`src/rtl/multi_signal_debouncer.sv`:
```
// N-channel debouncer: synchronises async inputs, filters them against a shared sample tick,
// and emits a registered level plus press / release / long-press pulses per channel.
module multi_signal_debouncer #(
  parameter int unsigned NUM_CHANNELS   = 4,
  parameter int unsigned DEBOUNCE_COUNT = 65_536,
  parameter int unsigned STABLE_SAMPLES = 4,
  parameter int unsigned HOLD_SAMPLES   = 256,
  parameter bit          IN_ACTIVE_LOW  = 1'b1,
  parameter bit          OUT_ACTIVE_LOW = 1'b0
) (
  input  logic                    sys_clk,
  input  logic                    n_reset,
  input  logic [NUM_CHANNELS-1:0] in_sig,
  output logic [NUM_CHANNELS-1:0] out_level,
  output logic [NUM_CHANNELS-1:0] out_press,
  output logic [NUM_CHANNELS-1:0] out_release,
  output logic [NUM_CHANNELS-1:0] out_hold
);

  localparam int unsigned N  = NUM_CHANNELS;
  localparam int unsigned PW = $clog2(DEBOUNCE_COUNT);
  localparam int unsigned AW = $clog2(STABLE_SAMPLES + 1);
  localparam int unsigned HW = $clog2(HOLD_SAMPLES + 1);

  localparam logic [PW-1:0] PRE_LAST   = PW'(DEBOUNCE_COUNT - 1);
  localparam logic [AW-1:0] AGREE_LAST = AW'(STABLE_SAMPLES - 1);
  localparam logic [HW-1:0] HOLD_MAX   = HW'(HOLD_SAMPLES);
  localparam logic [N-1:0]  IN_IDLE    = IN_ACTIVE_LOW  ? {N{1'b1}} : {N{1'b0}};
  localparam logic [N-1:0]  OUT_IDLE   = OUT_ACTIVE_LOW ? {N{1'b1}} : {N{1'b0}};
  localparam logic [N-1:0]  OUT_XOR    = OUT_IDLE;

  logic [N-1:0]  sync1_q, sync2_q, sync3_q;
  logic [N-1:0]  act_c;
  logic [PW-1:0] pre_q, pre_d;
  logic          tick_c;

  logic [AW-1:0] agree_q [N];
  logic [AW-1:0] agree_d [N];
  logic [HW-1:0] hold_q  [N];
  logic [HW-1:0] hold_d  [N];
  logic [N-1:0]  stable_q, stable_d;
  logic [N-1:0]  press_d, release_d, hold_pulse_d;

  logic [N-1:0]  level_q, press_q, release_q, hold_pulse_q;

  // Three-stage synchroniser, reset to the idle input level.
  always_ff @(posedge sys_clk or negedge n_reset) begin
    if (!n_reset) begin
      sync1_q <= IN_IDLE;
      sync2_q <= IN_IDLE;
      sync3_q <= IN_IDLE;
    end else begin
      sync1_q <= in_sig;
      sync2_q <= sync1_q;
      sync3_q <= sync2_q;
    end
  end

  assign act_c = IN_ACTIVE_LOW ? ~sync3_q : sync3_q;

  // Shared sample-tick prescaler.
  always_comb begin
    tick_c = (pre_q == PRE_LAST);
    pre_d  = tick_c ? '0 : pre_q + PW'(1);
  end

  // Per-channel agreement, stable level and hold tracking; all state moves only on tick.
  always_comb begin
    stable_d     = stable_q;
    press_d      = '0;
    release_d    = '0;
    hold_pulse_d = '0;
    for (int i = 0; i < int'(N); i++) begin
      agree_d[i] = agree_q[i];
      hold_d[i]  = hold_q[i];
      if (tick_c) begin
        if (act_c[i] == stable_q[i]) begin
          agree_d[i] = '0;
        end else if (agree_q[i] < AGREE_LAST) begin
          agree_d[i] = agree_q[i] + AW'(1);
        end else begin
          agree_d[i]  = '0;
          stable_d[i] = act_c[i];
          press_d[i]   = act_c[i];
          release_d[i] = ~act_c[i];
        end

        // A flip on this tick restarts hold counting, so release always wins over long-press.
        if (press_d[i] || release_d[i] || !stable_q[i]) begin
          hold_d[i] = '0;
        end else if (hold_q[i] != HOLD_MAX) begin
          hold_d[i] = hold_q[i] + HW'(1);
          hold_pulse_d[i] = (hold_d[i] == HOLD_MAX);
        end
      end
    end
  end

  always_ff @(posedge sys_clk or negedge n_reset) begin
    if (!n_reset) begin
      pre_q    <= '0;
      stable_q <= '0;
      for (int i = 0; i < int'(N); i++) begin
        agree_q[i] <= '0;
        hold_q[i]  <= '0;
      end
    end else begin
      pre_q    <= pre_d;
      stable_q <= stable_d;
      for (int i = 0; i < int'(N); i++) begin
        agree_q[i] <= agree_d[i];
        hold_q[i]  <= hold_d[i];
      end
    end
  end

  // Output registers carry the final polarity so the ports are driven straight from flops.
  always_ff @(posedge sys_clk or negedge n_reset) begin
    if (!n_reset) begin
      level_q      <= OUT_IDLE;
      press_q      <= OUT_IDLE;
      release_q    <= OUT_IDLE;
      hold_pulse_q <= OUT_IDLE;
    end else begin
      level_q      <= stable_d     ^ OUT_XOR;
      press_q      <= press_d      ^ OUT_XOR;
      release_q    <= release_d    ^ OUT_XOR;
      hold_pulse_q <= hold_pulse_d ^ OUT_XOR;
    end
  end

  assign out_level   = level_q;
  assign out_press   = press_q;
  assign out_release = release_q;
  assign out_hold    = hold_pulse_q;

endmodule

```
`config.mk`:
```
export PLATFORM = sky130hd
export DESIGN_NAME = multi_signal_debouncer
export DESIGN_NICKNAME = d
export VERILOG_FILES = /design/src/rtl/multi_signal_debouncer.sv
export SDC_FILE = /design/constraint.sdc
export NUM_CORES = 1
export LEC_CHECK = 0
export ABC_AREA = 0
export ABC_CLOCK_PERIOD_IN_PS = 5540
export BUFFER_PORTS_ARGS = -buffer_cell sky130_fd_sc_hd__buf_2
export CAP_MARGIN = 20
export CORE_MARGIN = 2
export CORE_UTILIZATION = 51
export CTS_CLUSTER_DIAMETER = 60
export DETAILED_ROUTE_END_ITERATION = 10
export PLACE_DENSITY = 0.73
export REMOVE_ABC_BUFFERS = 1
export SLEW_MARGIN = 25
export SYNTH_ARGS = -nofsm -noshare
export SYNTH_HDL_FRONTEND = slang
export SYNTH_SLANG_ARGS = --single-unit
```
`constraint.sdc`:
```
create_clock -name sys_clk -period 5.54 [get_ports sys_clk]
set_input_delay 0.554 -clock sys_clk [delete_from_list [all_inputs] [get_ports sys_clk]]
set_output_delay 0.554 -clock sys_clk [all_outputs]
set_load 0.01 [all_outputs]
```
After elaboration in Yosys (flattened, before gate mapping). Cells that the tools add are included.

Register bits: 92. Latch bits: 0. Bits in writable memories: 0. Memory bits (read-only): 0. Memories kept: 0.

Add/subtract/negate cells: 9. Multipliers: 0. Divide/modulo/power cells: 0. Order comparisons: 4. Equal/unequal tests: 13. Shift operators: 0. Mux-type cells: 61. Bitwise operators: 13. Reductions and logical operators: 24.

Operators with widths (count): two-way mux 9 bit (8); two-way mux 1 bit (44); adder 9 x 1 -> 9 bit, second input constant (4); == test 9 bit, second input constant (4); inequality test 9 bit, second input constant (4); two-way mux 3 bit (8); adder 16 x 1 -> 16 bit, second input constant (1); == test 16 bit, second input constant (1); two-way mux 16 bit (1); adder 3 x 1 -> 3 bit, second input constant (4); < comparator 3 x 2 -> 1 bit, second input constant (4); inverter 1 bit (12); AND reduction 3 bit (4); logical OR 1 bit (8); AND reduction 2 bit (4); nonzero test 2 bit (4); == test 1 bit (4); logical NOT 1 bit (4); inverter 4 bit (1).

Longest topological paths before layout. Gate-level depths: netlist of run 1.

Depth after elaboration: 9. Mapped depth: 8. Gate-level depth less buffers: 6.

Worst setup path before layout of run 1. No wires, ideal clock.

Path kind: register to register. From: register pre_q[0]. To: register agree_q[6] in the netlist's numbering. Arrival: 1.758 ns. Slack: 3.672 ns. Cell stages (with the launch flop): 9. Clock period less this slack: 1.868 ns. Cell sequence: dfrtp_1 ha_1 and4_1 buf_2 nand4_1 clkbuf_1 clkbuf_1 nand2_1 o41ai_1.

Word-level cells in the longest chain between the ends: 1.

Ends and longest elaborated chain: start, declared (line 34) `logic [PW-1:0] pre_q, pre_d;`; start signal, assigned (line 108) `pre_q <= pre_d;`; == test 16 bit (line 63) `tick_c = (pre_q == PRE_LAST);`; end signal, assigned by index (line 111) `agree_q[i] <= agree_d[i];`; end, declared (line 37) `logic [AW-1:0] agree_q [N];`.

Every way passes these cells. A chain may end at the register's enable or synchronous reset.

Worst setup path in the final report of run 1.
From: register pre_q[0]. To: register hold_q[19] in the netlist's numbering.

Word-level cells in the longest chain between the ends: 2.

Ends and longest elaborated chain: == test 16 bit (line 63); AND reduction 2 bit (no source line); end signal, assigned by index (line 112) `hold_q[i] <= hold_d[i];`; end, declared (line 39) `logic [HW-1:0] hold_q [N];`.

Every way passes these cells.

==> results of run 1 <==
-- registers in the layout, indices dropped and copies added (netlist names) --
| name | flops |
|---|---|
| pre_q | 16 |
| sync2_q | 4 |
| out_release | 4 |
| out_hold | 4 |
| sync3_q | 4 |
| out_press | 4 |
| out_level | 4 |
| hold_q | 36 |
| agree_q | 12 |
| sync1_q | 4 |
-- layer usage --
layer,up-vias,wire length [um],global-route usage
met4,0,136,0.0664
met5,-,0,0
li1,1690,-,-
met3,10,230,0.0319
met1,1678,3900,0.246
met2,52,4040,0.302
-- placed cells by master, fill, tap and decap left out, types with 3 or more instances in the layout --
| cell | instances |
|---|---|
| dfrtp_1 | 80 |
| nand2_1 | 50 |
| nand3_1 | 28 |
| inv_1 | 26 |
| nor2_1 | 22 |
| o21ai_0 | 22 |
| buf_2 | 20 |
| nand4_1 | 17 |
| a21oi_1 | 16 |
| ha_1 | 13 |
| nor3_1 | 12 |
| dfstp_2 | 12 |
| xnor2_1 | 11 |
| mux2i_1 | 10 |
| clkbuf_8 | 10 |
| xor2_1 | 9 |
| nand2b_1 | 8 |
| o22ai_1 | 8 |
| and3_1 | 7 |
| o211ai_1 | 6 |
| or2_2 | 5 |
| or3_1 | 5 |
| a21o_1 | 5 |
| a211oi_1 | 5 |
| and4_1 | 4 |
| nor4_1 | 4 |
| o31ai_1 | 4 |
| or4_1 | 4 |
| a41oi_1 | 4 |
| buf_4 | 4 |
| and2_1 | 3 |
| a32oi_1 | 3 |
| o2bb2ai_1 | 3 |
| o41ai_1 | 3 |
-- path summary, 6_finish.rpt --
kind / from / endpoint / slack (ns) / cells after the start
max in group asynchronous: n_reset / hold_q[17] / 4.34 / 2
max: pre_q[0] / hold_q[19] / 2.97 / 6
min reg2reg: sync2_q[2] / sync3_q[2] / 0.36 / 0
max reg2reg: pre_q[0] / hold_q[19] / 2.97 / 6
min in group sys_clk: in_sig[0] / sync1_q[0] / 0.29 / 1
min: n_reset / out_level[0] / 0.08 / 1
-- cell families after synthesis --
family,count (synthesis),share of synthesized area
AND/OR/NAND/NOR,183,0.215
adder cells (fa/ha/maj),13,0.0356
AO/OA/AOI/OAI,95,0.141
XOR/XNOR,20,0.0384
buffers and inverters,44,0.0403
flip-flops,92,0.508
multiplexers,10,0.0219
-- layout make-up --
type                    instances  area [sq um]  share of cell area
well taps                     108           135              0.0273
clock buffers                  10           138              0.0278
multi-input cells             321          2060               0.417
clock inverters                 6          71.3              0.0144
repair buffers                 24           130              0.0263
flip-flops and latches         92          2320               0.468
inverters                      26          97.6              0.0197
-- through the flow --
stage	hold WS (ns)	setup slack (ns)	instance area [sq um]	utilization
2_1_floorplan	0.258	2.71	4480	-
3_3_place_gp	0.346	3.06	4740	0.544
3_5_place_dp	0.347	2.95	4740	0.544
4_1_cts	0.0811	2.96	4950	0.568
5_1_grt	0.0912	2.66	4950	0.568
6_report	0.0801	2.97	4950	0.568
-- where the power goes --
part           total [mW]  switching (mW)  internal, mW
combinational      0.0173          0.0144       0.00293
clock               0.466           0.242         0.225
sequential          0.683         0.00357         0.679
total                1.17           0.260         0.907
==> results.md, run 1 <==
- Status: completed
- Post-synth EDFFs: 0
- Die area: 9720 sq um
- Main flop type after synthesis: dfrtp_1
- Most area-consuming cells after synthesis: dfrtp_1 44%, dfstp_2 6.9%, nand2_1 4.1%, ha_1 3.6%, nand3_1 3.1%
- Setup TNS: 0 ns
- Max Freq: 389 MHz
- Gr ovfl total: 0
- FFs w/ async S/R, synth: 1.00
- Clock sink count: 92
- Number of setup violations in the final report: 0
- Port buffer count: 21
- Power density cells: 235 nW/um^2
- Fin nets: 493
- TritonCTS clock tree: built
- Syn avg cell area: 9.99 sq um
- Final Power: 1.17 mW
- Hold_buf cts: 0
- Total CTS buffers: 9
- Rows: 34
- Post-synthesis sequential element count: 92
- Drt pass-1 iters: 5
- Synth-to-Final Area Change: 8.50%
- Mapped Area: 4570 sq um
- DPL Wire Length: 5.59 mm
- Worst EP arrival: 2.79 ns
- Clk buf depth: 2
- Placeable Area: 8720 sq um
- Initial Util: 0.524
- Post-synth top area share: 0.438
- CTS resizes: 0
- Initial antenna violation count: 0
- Area leader, netlist: dfrtp_1
- Total number of vias: 3430
- Syn Inst Count: 457
- First-pass GRT wire length: 14.9 mm
- CP cell instances: ha_1, and4_1, nand4_1, buf_4, a41oi_1, o22ai_1
- Hold Fails Final Rpt: 0
- Sequential fraction of the synthesis area: 0.508
- Worst slew pin tran: 0.928 ns
- WP buf/inv: 1
- CP delay by family, top: simple AND/OR/NAND/NOR gates
- Startpoint Class: register
- Die H: 98.6 um
- Share of post-route cells with drive strength above 1: 0.142
- Max Slew Vio Count: 0
- WL final: 8.31 mm
- Worst VDD drop: 147 uV
- Routed vias/inst: 5.84
- Hold/Removal Path Class: in -> async
- Clock latency at the later pin of the worst-skew pair: 0.36 ns
- CP max stage delay: 0.55 ns
- Clk_skew: 0.00793 ns
- CP required: 5.76 ns
- Placed insts: 571
- Endpoint class of the critical path: register
- Root Buffer: clkbuf_8
- Ant diodes: 0
- Clock transition at path regs: 0.09 ns
- Post-synth top cells: 80 x dfrtp_1, 50 x nand2_1, 28 x nand3_1
- DRT iter0 DRCs: 219
- Relative slew slack: 0.381
- DRC Markers: 0
- Fin crit period: 2.57 ns
- Crit path kind: reg -> reg
- Critical-path maximum fanout: 35
- CP max-delay cell: nand4_1
- WL/cell: 14.2 um
- Max Cap Viol: 0
- Lkg Pwr: 2.22 nW
- Global placer's final weighted congestion: 0.829
- RSZ-0062 raised after global routing: no
- Total Routing Usage GR: 0.184
- Yosys warnings: 0
- Period utilisation layout: 0.464
- Ports: 22
- Antenna-violating nets left: 0
- Final cell count without fillers: 587
- Final-layout fill cell count: 744
- Most common cell in the synthesized netlist: dfrtp_1
- Htree depth: 3
- Die width: 98.6 um
- Synth unique cells: 60
- Post-CTS setup buffer count: 0
- Vias in the first global route: 3292
- Pin count of the biggest net entering global routing: 69
Note: power is estimated with default switching activity, not from simulation.
==> run 2, diff against run 1 <==
Settings changed: ABC_CLOCK_PERIOD_IN_PS 5540 to 2600.
Clock period 5.54 ns to 2.6 ns, I/O delays scaled along.
==> results.md, run 2 (synthesized netlist as in run 1, its figures left out) <==
- Die width: 98.6 um
- Power density cells: 504 nW/um^2
- Max reg flops: 36
- Period utilisation layout: 0.842
- Die H: 98.6 um
- DPL Wire Length: 5.85 mm
- Initial antenna violation count: 0
- Placed insts: 576
- Total number of vias: 3473
- Hold Fails Final Rpt: 0
- CP max-delay cell: dfrtp_1
- Rows: 34
- Reg-to-reg startpoint: pre_q[0]
- Biggest register: hold_q
- Total Routing Usage GR: 0.195
- Switching part of the total: 0.216
- WL/cell: 14.6 um
- Endpoint class of the critical path: register
- Gr ovfl total: 0
- TritonCTS clock tree: built
- Worst EP arrival: 2.42 ns
- Clock transition at path regs: 0.09 ns
- Stages on worst setup path: 6
- Root Buffer: clkbuf_8
- Routed vias/inst: 5.82
- Initial Util: 0.524
- Ant diodes: 0
- Seq pwr share: 0.570
- Hold/Removal Path Class: reg -> reg
- Fin crit period: 2.19 ns
- Reg2reg end: hold_q[19]
- Internal Pwr Total: 2.00 mW
- Switching power: 0.552 mW
- RSZ-0062 raised after global routing: no
- Final cell count without fillers: 597
- Antenna-violating nets left: 0
- Placeable Area: 8720 sq um
- Critical-path maximum fanout: 32
- Clk_skew: 0.00762 ns
- Clock power share: 0.412
- Post-CTS setup buffer count: 0
- Die area: 9720 sq um
- Cell Area, Placed: 4790 sq um
- Global placer's final weighted congestion: 0.839
- Relative slew slack: 0.456
- Worst slew pin tran: 0.807 ns
- Crit path from: pre_q[0]
- Commonest non-fill, non-tap cell in the layout: dfrtp_1
- Clk buf depth: 2
- Max Slew Vio Count: 0
- Critical Path End: hold_q[19]
- R2R cell count: 6
- Clock latency at the later pin of the worst-skew pair: 0.36 ns
- Ports: 22
- CP cell instances: ha_1, and4_1, nand4_1, buf_4, a41oi_1, o22ai_1
- Share of post-route cells with drive strength above 1: 0.149
- Max Freq: 457 MHz
- Total CTS buffers: 9
- Pin count of the biggest net entering global routing: 50
- Leading registers by flop count: hold_q (36), pre_q (16), agree_q (12)
- Worst VDD drop: 269 uV
- Cell area after layout: 5060 sq um
- Lkg Pwr: 2.28 nW
- WP buf/inv: 1
- Status: completed
- Vias in the first global route: 3397
- Clock sink count: 92
- Number of setup violations in the final report: 0
- DRT iter0 DRCs: 250
- Drt pass-1 iters: 4
- Startpoint Class: register
- Max Cap Viol: 0
- DRC Markers: 0
- Fin nets: 503
- Logic pwr share: 0.018
- CP max stage delay: 0.39 ns
- Most frequent cells in the layout: 80 x dfrtp_1, 50 x nand2_1, 28 x nand3_1
- R2R setup slack: 0.41 ns
- WL final: 8.74 mm
- First-pass GRT wire length: 15.6 mm
- CP required: 2.83 ns
- CP delay by family, top: simple AND/OR/NAND/NOR gates
- Port buffer count: 21
- Synth-to-Final Area Change: 10.8%
- Crit path kind: reg -> reg
- Htree depth: 3
## run 2: changes by cell type in the layout (fill, tap and decap cells not counted), sizes merged
cell / delta
clkinvlp: -1
inv: -2
bufinv: +1
clkinv: +3
clkbuf: -1
buf: +5
dlygate4sd3: +5
## run 2: cell type report
cell class	instances	area, sq um
fillers	718	3660
flip-flops and latches	92	2320
multi-input cells	321	2060
repair buffers	34	230
well taps	108	135
clock buffers	9	124
inverters	26	97.6
clock inverters	7	91.3
## run 2: layer usage
layer | GRT usage | wire length (um)
met2 | 0.306 | 4160
met3 | 0.0404 | 269
met5 | 0 | 0
met1 | 0.271 | 4180
met4 | 0.0717 | 128
## run 2: timing repair
item | 4_1_cts | 5_1_grt
endpoints found under the hold margin | 41 | 0
hold buffers | 5 | 0
resized for setup | 0 | 0
## run 2: worst min path at each step
stage | from | end | slack, ns | cells after the start
2_1_floorplan | n_reset | agree_q[0] | -0.04 | 0
3_3_place_gp | n_reset | out_level[3] | 0.32 | 1
3_5_place_dp | n_reset | out_level[0] | 0.33 | 1
4_1_cts | sync2_q[3] | sync3_q[3] | 0.36 | 0
5_1_grt | sync1_q[0] | sync2_q[0] | 0.36 | 0
6_report | sync2_q[2] | sync3_q[2] | 0.36 | 0
## run 2: power groups by stage
| stage | Combinational, mW | Clock, mW | Sequential (mW) |
|---|---|---|---|
| 6_report | 0.0460 | 1.05 | 1.45 |
| 5_1_grt | 0.0548 | 1.13 | 1.46 |
| 4_1_cts | 0.0494 | 1.08 | 1.45 |
| 3_5_place_dp | 0.0435 | 0 | 1.48 |
| 3_3_place_gp | 0.0427 | 0 | 1.48 |
| 2_1_floorplan | 0.00503 | 0 | 1.48 |
## run 2: metrics by stage
step / total power [mW] / setup TNS [ns] / util / hold WS [ns] / worst slack, ns
after floorplan: 1.49 / -1.15 / - / -0.0356 / -0.228
after global placement: 1.52 / 0 / 0.550 / 0.320 / 0.520
after detailed placement: 1.53 / 0 / 0.550 / 0.331 / 0.443
after CTS: 2.58 / 0 / 0.580 / 0.360 / 0.402
after global routing: 2.64 / 0 / 0.580 / 0.364 / 0.193
final: 2.55 / 0 / 0.580 / 0.360 / 0.410
